<file path="src/rtl/gfsk_frame_scheduler.sv">
// GFSK burst sequencer: serializes preamble, sync word, buffered payload and a zero tail
// into the Gaussian filter at one symbol per SPS clocks.
module gfsk_frame_scheduler #(
  parameter int unsigned SPS            = 16,
  parameter int unsigned PREAMBLE_BYTES = 4,
  parameter logic [15:0] SYNC_WORD      = 16'hD391,
  parameter int unsigned TAIL_BITS      = 4
) (
  input  logic       clk,
  input  logic       rst_n,
  input  logic       start,
  input  logic [7:0] len,
  input  logic [7:0] s_data,
  input  logic       s_valid,
  output logic       s_ready,
  output logic       bit_out,
  output logic       bit_strobe,
  output logic       tx_busy,
  output logic       done,
  output logic       underrun
);
  localparam int unsigned   SW        = (SPS > 1) ? $clog2(SPS) : 1;
  localparam logic [SW-1:0] SYM_LAST  = SW'(SPS - 1);
  localparam logic [15:0]   PRE_LAST  = 16'(PREAMBLE_BYTES * 8 - 1);
  localparam logic [15:0]   TAIL_LAST = 16'(TAIL_BITS - 1);

  typedef enum logic [2:0] {IDLE, PREAMBLE, SYNC, PAYLOAD, TAIL} state_t;

  state_t        state;
  logic [SW-1:0] sym_cnt;
  logic [15:0]   phase_cnt;
  logic [15:0]   shreg;
  logic [7:0]    len_q;
  logic [7:0]    fetched;
  logic [7:0]    buf_data;
  logic          buf_full;

  logic       sym_end;
  logic       pay_last;
  logic       load_now;
  logic       hs;
  logic [7:0] load_byte;

  assign tx_busy    = (state != IDLE);
  assign bit_strobe = tx_busy && (sym_cnt == '0);
  assign sym_end    = tx_busy && (sym_cnt == SYM_LAST);
  assign pay_last   = (phase_cnt[10:3] == len_q - 8'd1);
  assign load_now   = sym_end &&
                      (((state == SYNC) && (phase_cnt == 16'd15) && (len_q != 8'd0)) ||
                       ((state == PAYLOAD) && (phase_cnt[2:0] == 3'd7) && !pay_last));
  assign load_byte  = buf_full ? buf_data : 8'h00;

  // An empty-buffer load consumes a slot by itself, so a handshake in that same cycle
  // must still fit inside len for fetched never to overshoot.
  assign s_ready = !buf_full && ((state == SYNC) || (state == PAYLOAD)) &&
                   (({1'b0, fetched} + {8'd0, load_now}) < {1'b0, len_q});
  assign hs      = s_valid && s_ready;

  // NOTE: all state here is updated with non-blocking assignments so every register sees pre-edge values.
  always_ff @(posedge clk or negedge rst_n) begin
    if (!rst_n) begin
      state     <= IDLE;
      sym_cnt   <= '0;
      phase_cnt <= '0;
      shreg     <= '0;
      len_q     <= '0;
      fetched   <= '0;
      buf_data  <= '0;
      buf_full  <= 1'b0;
      bit_out   <= 1'b0;
      done      <= 1'b0;
      underrun  <= 1'b0;
    end else begin
      done     <= 1'b0;
      underrun <= 1'b0;
      sym_cnt  <= (sym_end || !tx_busy) ? '0 : sym_cnt + 1'b1;
      fetched  <= fetched + 8'(hs) + 8'(load_now && !buf_full);

      if (hs) buf_data <= s_data;
      if (load_now)  buf_full <= hs;
      else if (hs)   buf_full <= 1'b1;

      case (state)
        IDLE: begin
          if (start) begin
            state     <= PREAMBLE;
            len_q     <= len;
            fetched   <= '0;
            buf_full  <= 1'b0;
            phase_cnt <= '0;
            bit_out   <= 1'b1;
            shreg     <= 16'h5555;
          end
        end
        PREAMBLE: begin
          if (sym_end) begin
            if (phase_cnt == PRE_LAST) begin
              state     <= SYNC;
              phase_cnt <= '0;
              bit_out   <= SYNC_WORD[15];
              shreg     <= {SYNC_WORD[14:0], 1'b0};
            end else begin
              phase_cnt <= phase_cnt + 16'd1;
              bit_out   <= shreg[15];
              shreg     <= {shreg[14:0], shreg[15]};
            end
          end
        end
        SYNC: begin
          if (sym_end) begin
            if (phase_cnt == 16'd15) begin
              state     <= (len_q == 8'd0) ? TAIL : PAYLOAD;
              phase_cnt <= '0;
              bit_out   <= 1'b0;
            end else begin
              phase_cnt <= phase_cnt + 16'd1;
              bit_out   <= shreg[15];
              shreg     <= {shreg[14:0], shreg[15]};
            end
          end
        end
        PAYLOAD: begin
          if (sym_end) begin
            if (phase_cnt[2:0] == 3'd7 && pay_last) begin
              state     <= TAIL;
              phase_cnt <= '0;
              bit_out   <= 1'b0;
            end else begin
              phase_cnt <= phase_cnt + 16'd1;
              bit_out   <= shreg[15];
              shreg     <= {shreg[14:0], shreg[15]};
            end
          end
        end
        TAIL: begin
          if (sym_end) begin
            bit_out <= 1'b0;
            if (phase_cnt == TAIL_LAST) begin
              state     <= IDLE;
              phase_cnt <= '0;
              done      <= 1'b1;
            end else begin
              phase_cnt <= phase_cnt + 16'd1;
            end
          end
        end
        default: state <= IDLE;
      endcase

      // Byte boundary: the shift register takes the buffered byte, or zeros on underrun.
      if (load_now) begin
        bit_out  <= load_byte[7];
        shreg    <= {load_byte[6:0], 9'd0};
        underrun <= !buf_full;
      end
    end
  end
endmodule

</file>
<file path="config.mk">
export PLATFORM = sky130hd
export DESIGN_NAME = gfsk_frame_scheduler
export DESIGN_NICKNAME = d
export VERILOG_FILES = /design/src/rtl/gfsk_frame_scheduler.sv
export SDC_FILE = /design/constraint.sdc
export NUM_CORES = 1
export LEC_CHECK = 0
export ABC_AREA = 1
export BUFFER_PORTS_ARGS = -buffer_cell sky130_fd_sc_hd__buf_4
export CAP_MARGIN = 20
export CELL_PAD_IN_SITES_DETAIL_PLACEMENT = 0
export CELL_PAD_IN_SITES_GLOBAL_PLACEMENT = 1
export CORE_MARGIN = 5
export CORE_UTILIZATION = 25
export DETAILED_ROUTE_END_ITERATION = 7
export GPL_TIMING_DRIVEN = 0
export PLACE_DENSITY = 0.53
export SLEW_MARGIN = 20
export SYNTH_ARGS = -nofsm -noshare
export SYNTH_HDL_FRONTEND = slang
export SYNTH_SLANG_ARGS = --single-unit
</file>
<file path="constraint.sdc">
create_clock -name clk -period 6.12 [get_ports clk]
set_input_delay 0.612 -clock clk [delete_from_list [all_inputs] [get_ports clk]]
set_output_delay 0.612 -clock clk [all_outputs]
set_load 0.05 [all_outputs]
</file>
Word level (Yosys, flattened, before mapping)
Index checks and enable logic that the tools add are counted.
- register bits: 67
- word-level logic and storage cells: 127
- $add $sub $neg: 6
- $lt $le $gt $ge: 1
- equal/unequal tests: 26
- mux-type cells: 52
- reductions and logical operators: 31
- operators with widths (cell ; count):
    16-bit two-way mux ; 17
    16-bit one-hot mux with 5 select lines ; 1
    16-bit one-hot mux with 4 select lines ; 1
    3-bit two-way mux ; 10
    8-bit two-way mux ; 3
    3-bit != test (second input constant) ; 7
    1-bit two-way mux ; 17
    16-bit by 1-bit adder with 16-bit output (second input constant) ; 1
    8-bit by 1-bit adder with 8-bit output ; 2
    16-bit by 2-bit equality test with 1-bit output (second input constant) ; 1
    16-bit by 4-bit equality test with 1-bit output (second input constant) ; 1
    16-bit by 5-bit equality test with 1-bit output (second input constant) ; 1
    3-bit one-hot mux with 5 select lines ; 1
    2-bit != test (second input constant) ; 7
    1-bit logical AND ; 12
    6-bit AND reduction ; 2
    5-bit nonzero test ; 2
    8-bit by 1-bit adder with 9-bit output ; 1
    9-bit by 8-bit less-than comparator with 1-bit output ; 1
    9-bit AND reduction ; 1
    8-bit equality test ; 1
    8-bit logical NOT ; 1
    8-bit nonzero test ; 1
    8-bit by 1-bit subtractor with 8-bit output (second input constant) ; 1
    16 further kinds ; 23

Longest topological paths before layout
- depth in word-level cells: 14
- gate-level depth with buffers: 35
- gate-level depth less buffers: 34

Worst setup path after synthesis
OpenSTA, ideal clock, no wires.
- path kind: flip-flop to flip-flop
- start: register len_q[0]
- end: register fetched[6]
- setup time: 0.130 ns
- arrival: 4.254 ns
- required time: 5.990 ns
- setup slack: 1.737 ns
- stages on the path, launching flop included: 32
- path buffers: 1
- clock period less this slack: 4.383 ns
- cell sequence: dfrtp_1 > inv_1 > ha_1 > or2_2 > nand2_1 > nor2_1 > nand3_1 > nor2_1 > nand3_2 > nand2_2 > nand2_4 > nand2_8 > buf_4 > inv_1 > ha_1 > nand2_1 > nor2_1 > nand2_1 > xor2_1 > ha_1 > and2_1 > nand3_1 > nor2_1 > nor2_4 > nand4_4 > clkinv_4 > fa_1 > ha_1 > nand3_1 > nor2_1 > xor2_1 > nor2_1
- longest elaborated chain between the ends: 14
- ends and longest elaborated chain (what ; line ; RTL):
    from (decl) ; 33 ; logic [7:0] len_q;
    from (signal assigned) ; 87 ; len_q <= len;
    8-bit by 1-bit subtractor with 8-bit output ; 47 ; assign pay_last = (phase_cnt[10:3] == len_q - 8'd1);
    8-bit equality test ; 47 ;
    1-bit logical NOT ; 50 ; ((state == PAYLOAD) && (phase_cnt[2:0] == 3'd7) && !pay_last));
    1-bit logical AND ; 50 ;
    1-bit logical OR ; 49 ; (((state == SYNC) && (phase_cnt == 16'd15) && (len_q != 8'd0)) ||
    1-bit logical AND ; 48 ; assign load_now = sym_end &&
    8-bit by 1-bit adder with 9-bit output ; 56 ; (({1'b0, fetched} + {8'd0, load_now}) < {1'b0, len_q});
    9-bit by 8-bit less-than comparator with 1-bit output * ; 56 ;
    1-bit logical AND * ; 55 ; assign s_ready = !buf_full && ((state == SYNC) || (state == PAYLOAD)) &&
    1-bit logical AND * ; 57 ; assign hs = s_valid && s_ready;
    via hs ; 41 ; logic hs;
    8-bit by 1-bit adder with 8-bit output * (2 in a row) ; 77 ; fetched <= fetched + 8'(hs) + 8'(load_now && !buf_full);
    8-bit two-way mux ; 85 ; if (start) begin
    8-bit two-way mux * ; 83 ; case (state)
    to (signal assigned) ; 77 ;
    to (decl) ; 34 ; logic [7:0] fetched;
The timed path passes the listed nets; every way through them passes the cells marked *.
A chain may end at the register's enable or synchronous reset.

Final worst setup path
Same ends and word-level chain as after synthesis.

==> reports/qor.tcl <==
set qor(run_status) {finished, final reports clean}
set qor(detail_route.wl_per_cell_um) 13.3
set qor(netlist_instances) 574
set qor(number_of_enable_type_register_cells_in_the_synthesized_netlist) 0
set qor(crit_fanout) 10
set qor(cts.hold.buffers_added) 0
set qor(cts_resized) 0
set qor(yosysUniqueCellTypes) 41
set qor(async_reset_ff_frac) 1.00
set qor(clock_insertion_delay_worst_skew_ps) 340
set qor(layout-drive-gt1-share) 0.181
set qor(ctsLongestPathBuffers) 2
set qor(cell_class_contributing_the_biggest_share_of_worst_path_delay) {simple AND/OR/NAND/NOR gates}
set qor(drc) 0
set qor(row_count) 48
set qor(drtPass1Iterations) 4
set qor(number_of_antenna_violations_at_the_first_check_in_global_routing) 0
set qor(fin_worst_skew_ps) 6.80
set qor(critical_path_class) {reg2reg}
set qor(startpoint_type) {register}
set qor(leak_pwr_uw) 0.00251
set qor(starting_density_of_the_core) 0.253
set qor(synthMostInstantiatedCell) {sky130_fd_sc_hd__nand2_1}
set qor(place.gp.congestion) 0.776
set qor(finalSetupTns_ps) 0
set qor(grt_start_max_net_pins) 68
set qor(synth_warnings) 0
set qor(syn_nets) 611
set qor(htree_levels) 3
set qor(synth-main-ff-cell) {sky130_fd_sc_hd__dfrtp_1}
set qor(netlist.top_cell.by_area) {sky130_fd_sc_hd__dfrtp_1}
set qor(final_slew_violations) 0
set qor(critPathCaptureType) {register}
set qor(dpl_worst_slack_ps) 1050
set qor(worstPathBufferInverterCount) 4
set qor(clock-root-buffer) {sky130_fd_sc_hd__clkbuf_16}
set qor(worst_slew_pin_slew_ps) 911
set qor(dpl.hpwl_um) 8320
set qor(commonest_cells_in_the_synthesized_netlist) {sky130_fd_sc_hd__nand2_1, sky130_fd_sc_hd__dfrtp_1, sky130_fd_sc_hd__inv_1}
set qor(detail-route-antenna-nets) 0
set qor(via_density_per_instance) 4.33
set qor(floorplan.die_area_um2) 20000
set qor(layout.nets) 647
set qor(synth_top_area_cells) {sky130_fd_sc_hd__dfrtp_1, sky130_fd_sc_hd__nand2_1, sky130_fd_sc_hd__inv_1}
set qor(mappedNetlistArea_um2) 4330
set qor(critical_path_arrival_ps) 5180
set qor(final.hold.worst_slack_ps) 406
set qor(slew-limit-headroom) 0.392
set qor(hold_violations) 0
set qor(final.period_utilization) 0.813
set qor(cellPowerDensity_nw_per_um2) 453
set qor(finalWorstPathRequiredPeriod_ps) 4970
set qor(postRouteWirelength_um) 11100
set qor(worst_path_most_repeated_cell) {sky130_fd_sc_hd__nor2_1}
set qor(maxClockFrequency_mhz) 201
set qor(maximum_cell_stage_delay_along_the_critical_path_ps) 450
set qor(cts-buffers-inserted) 9
set qor(portBuffers) 25
set qor(postSynthRegisterBits) 67
set qor(num_io_pins) 26
set qor(cp_data_required_time_ps) 6330
set qor(avgSynthCellArea_um2) 7.54
set qor(rsz0062_at_grt) {no}
set qor(worst_hold_path_type) {in2async}
set qor(die_x_um) 142
set qor(cts_sinks) 67
set qor(grtUsageTotal) 0.121
set qor(cts_setup_buffers) 0
set qor(globalRoute.totalOverflow) 0
set qor(vdd_drop_max_v) 0.000189
set qor(antenna_cells) 0
set qor(fp.coreArea_um2) 17100
set qor(worst_r2r_startpoint) {len_q[0]$_DFFE_PN0P_}
set qor(crit_start) {len_q[0]$_DFFE_PN0P_}
set qor(setup_slack_ps) 1150
set qor(vert_die_dim_um) 142
set qor(synth_seq_area_share) 0.388
set qor(clock_tree_from_tritoncts) {yes}
set qor(global_route_wire_length_before_repair_um) 19300
set qor(route.vias.total) 3630
set qor(max_cap_violations) 0
set qor(iter_0_drt_violations) 234
set qor(netlist.area_leader.share) 0.388
set qor(clock_transition_at_the_registers_of_the_reported_paths_ps) 60
set qor(report.final.setup_viol) 0
set qor(critPathSlowestCell) {sky130_fd_sc_hd__fa_1}
set qor(n_fill_cell) 1879
set qor(first_global_vias) 3876
set qor(synthesis_to_layout_area_growth_pct) 17.7
layout make-up:
| class | count | area, um^2 | share of cell area |
|---|---|---|---|
| buffer | 10 | 76.3 | 0.0150 |
| clock buffer | 13 | 260 | 0.0511 |
| clock inverter | 2 | 35.0 | 0.00688 |
| inverter | 76 | 290 | 0.0570 |
| multi-input combinational | 421 | 2280 | 0.448 |
| sequential | 67 | 1680 | 0.329 |
| tap | 225 | 282 | 0.0553 |
| timing repair buffer | 25 | 188 | 0.0369 |
registers in the layout (all words and copies together), names as in the netlist:
signal     count
buf_full       1
underrun       1
state          3
done           1
phase_cnt     16
buf_data       8
fetched        8
sym_cnt        4
bit_out        1
len_q          8
shreg         16
stage by stage:
stage / util / power (uW) / instance area, um^2 / instances
after floorplan: - / 1520 / 4330 / 574
after global placement: 0.280 / 1800 / 4790 / 824
after detailed placement: 0.280 / 1810 / 4790 / 824
after CTS: 0.297 / 2350 / 5090 / 839
after global routing: 0.297 / 2540 / 5090 / 839
final: 0.297 / 2300 / 5090 / 839
final timing paths:
kind | endpoint | slack, ps | depth (start not counted)
max reg2reg | fetched[6]$_DFF_PN0_ | 1150 | 31
min in group clk | buf_data[1]$_DFFE_PN0P_ | 470 | 3
max | fetched[6]$_DFF_PN0_ | 1150 | 31
min reg2reg | shreg[6]$_DFFE_PN0P_ | 480 | 2
max in group asynchronous | shreg[10]$_DFFE_PN0P_ | 5130 | 1
min | phase_cnt[13]$_DFFE_PN0P_ | 410 | 1
power by group:
part	internal (uW)	total, uW	switching, uW	leakage (uW)
Combinational	378	1100	719	0.00149
Clock	335	529	194	0.000146
Sequential	574	679	105	0.000880
metal layers:
layer / wire length [um] / global-route usage / part of all wire
met5: 0 / 0 / 0
met4: 189 / 0.0404 / 0.017
met3: 356 / 0.0303 / 0.032
met2: 4970 / 0.193 / 0.45
met1: 5620 / 0.161 / 0.50
layout by cell type, fill, tap and decap left out, types with 5 or more instances in the layout:
| master | n |
|---|---|
| sky130_fd_sc_hd__nand3_1 | 34 |
| sky130_fd_sc_hd__o21ai_2 | 10 |
| sky130_fd_sc_hd__ha_1 | 16 |
| sky130_fd_sc_hd__nor2_2 | 7 |
| sky130_fd_sc_hd__nand2_1 | 181 |
| sky130_fd_sc_hd__o21ai_1 | 9 |
| sky130_fd_sc_hd__clkbuf_1 | 6 |
| sky130_fd_sc_hd__inv_2 | 20 |
| sky130_fd_sc_hd__inv_1 | 55 |
| sky130_fd_sc_hd__o22ai_1 | 12 |
| sky130_fd_sc_hd__dfrtp_1 | 67 |
| sky130_fd_sc_hd__nand4_1 | 8 |
| sky130_fd_sc_hd__nor2_1 | 46 |
| sky130_fd_sc_hd__o21ai_0 | 20 |
| sky130_fd_sc_hd__nand2_2 | 9 |
| sky130_fd_sc_hd__xor2_1 | 19 |
| sky130_fd_sc_hd__a21oi_1 | 10 |
| sky130_fd_sc_hd__clkbuf_16 | 9 |
| sky130_fd_sc_hd__nor3_1 | 5 |
| sky130_fd_sc_hd__buf_4 | 27 |
cells by family after synthesis:
family / Yosys count / synth area share
flops: 67 / 0.388
compound gates: 65 / 0.0908
buf+inv: 86 / 0.0848
simple gates: 316 / 0.339
fa+ha+maj: 17 / 0.0509
xor+xnor: 23 / 0.0466
Note: power is estimated with default switching activity, not from simulation.
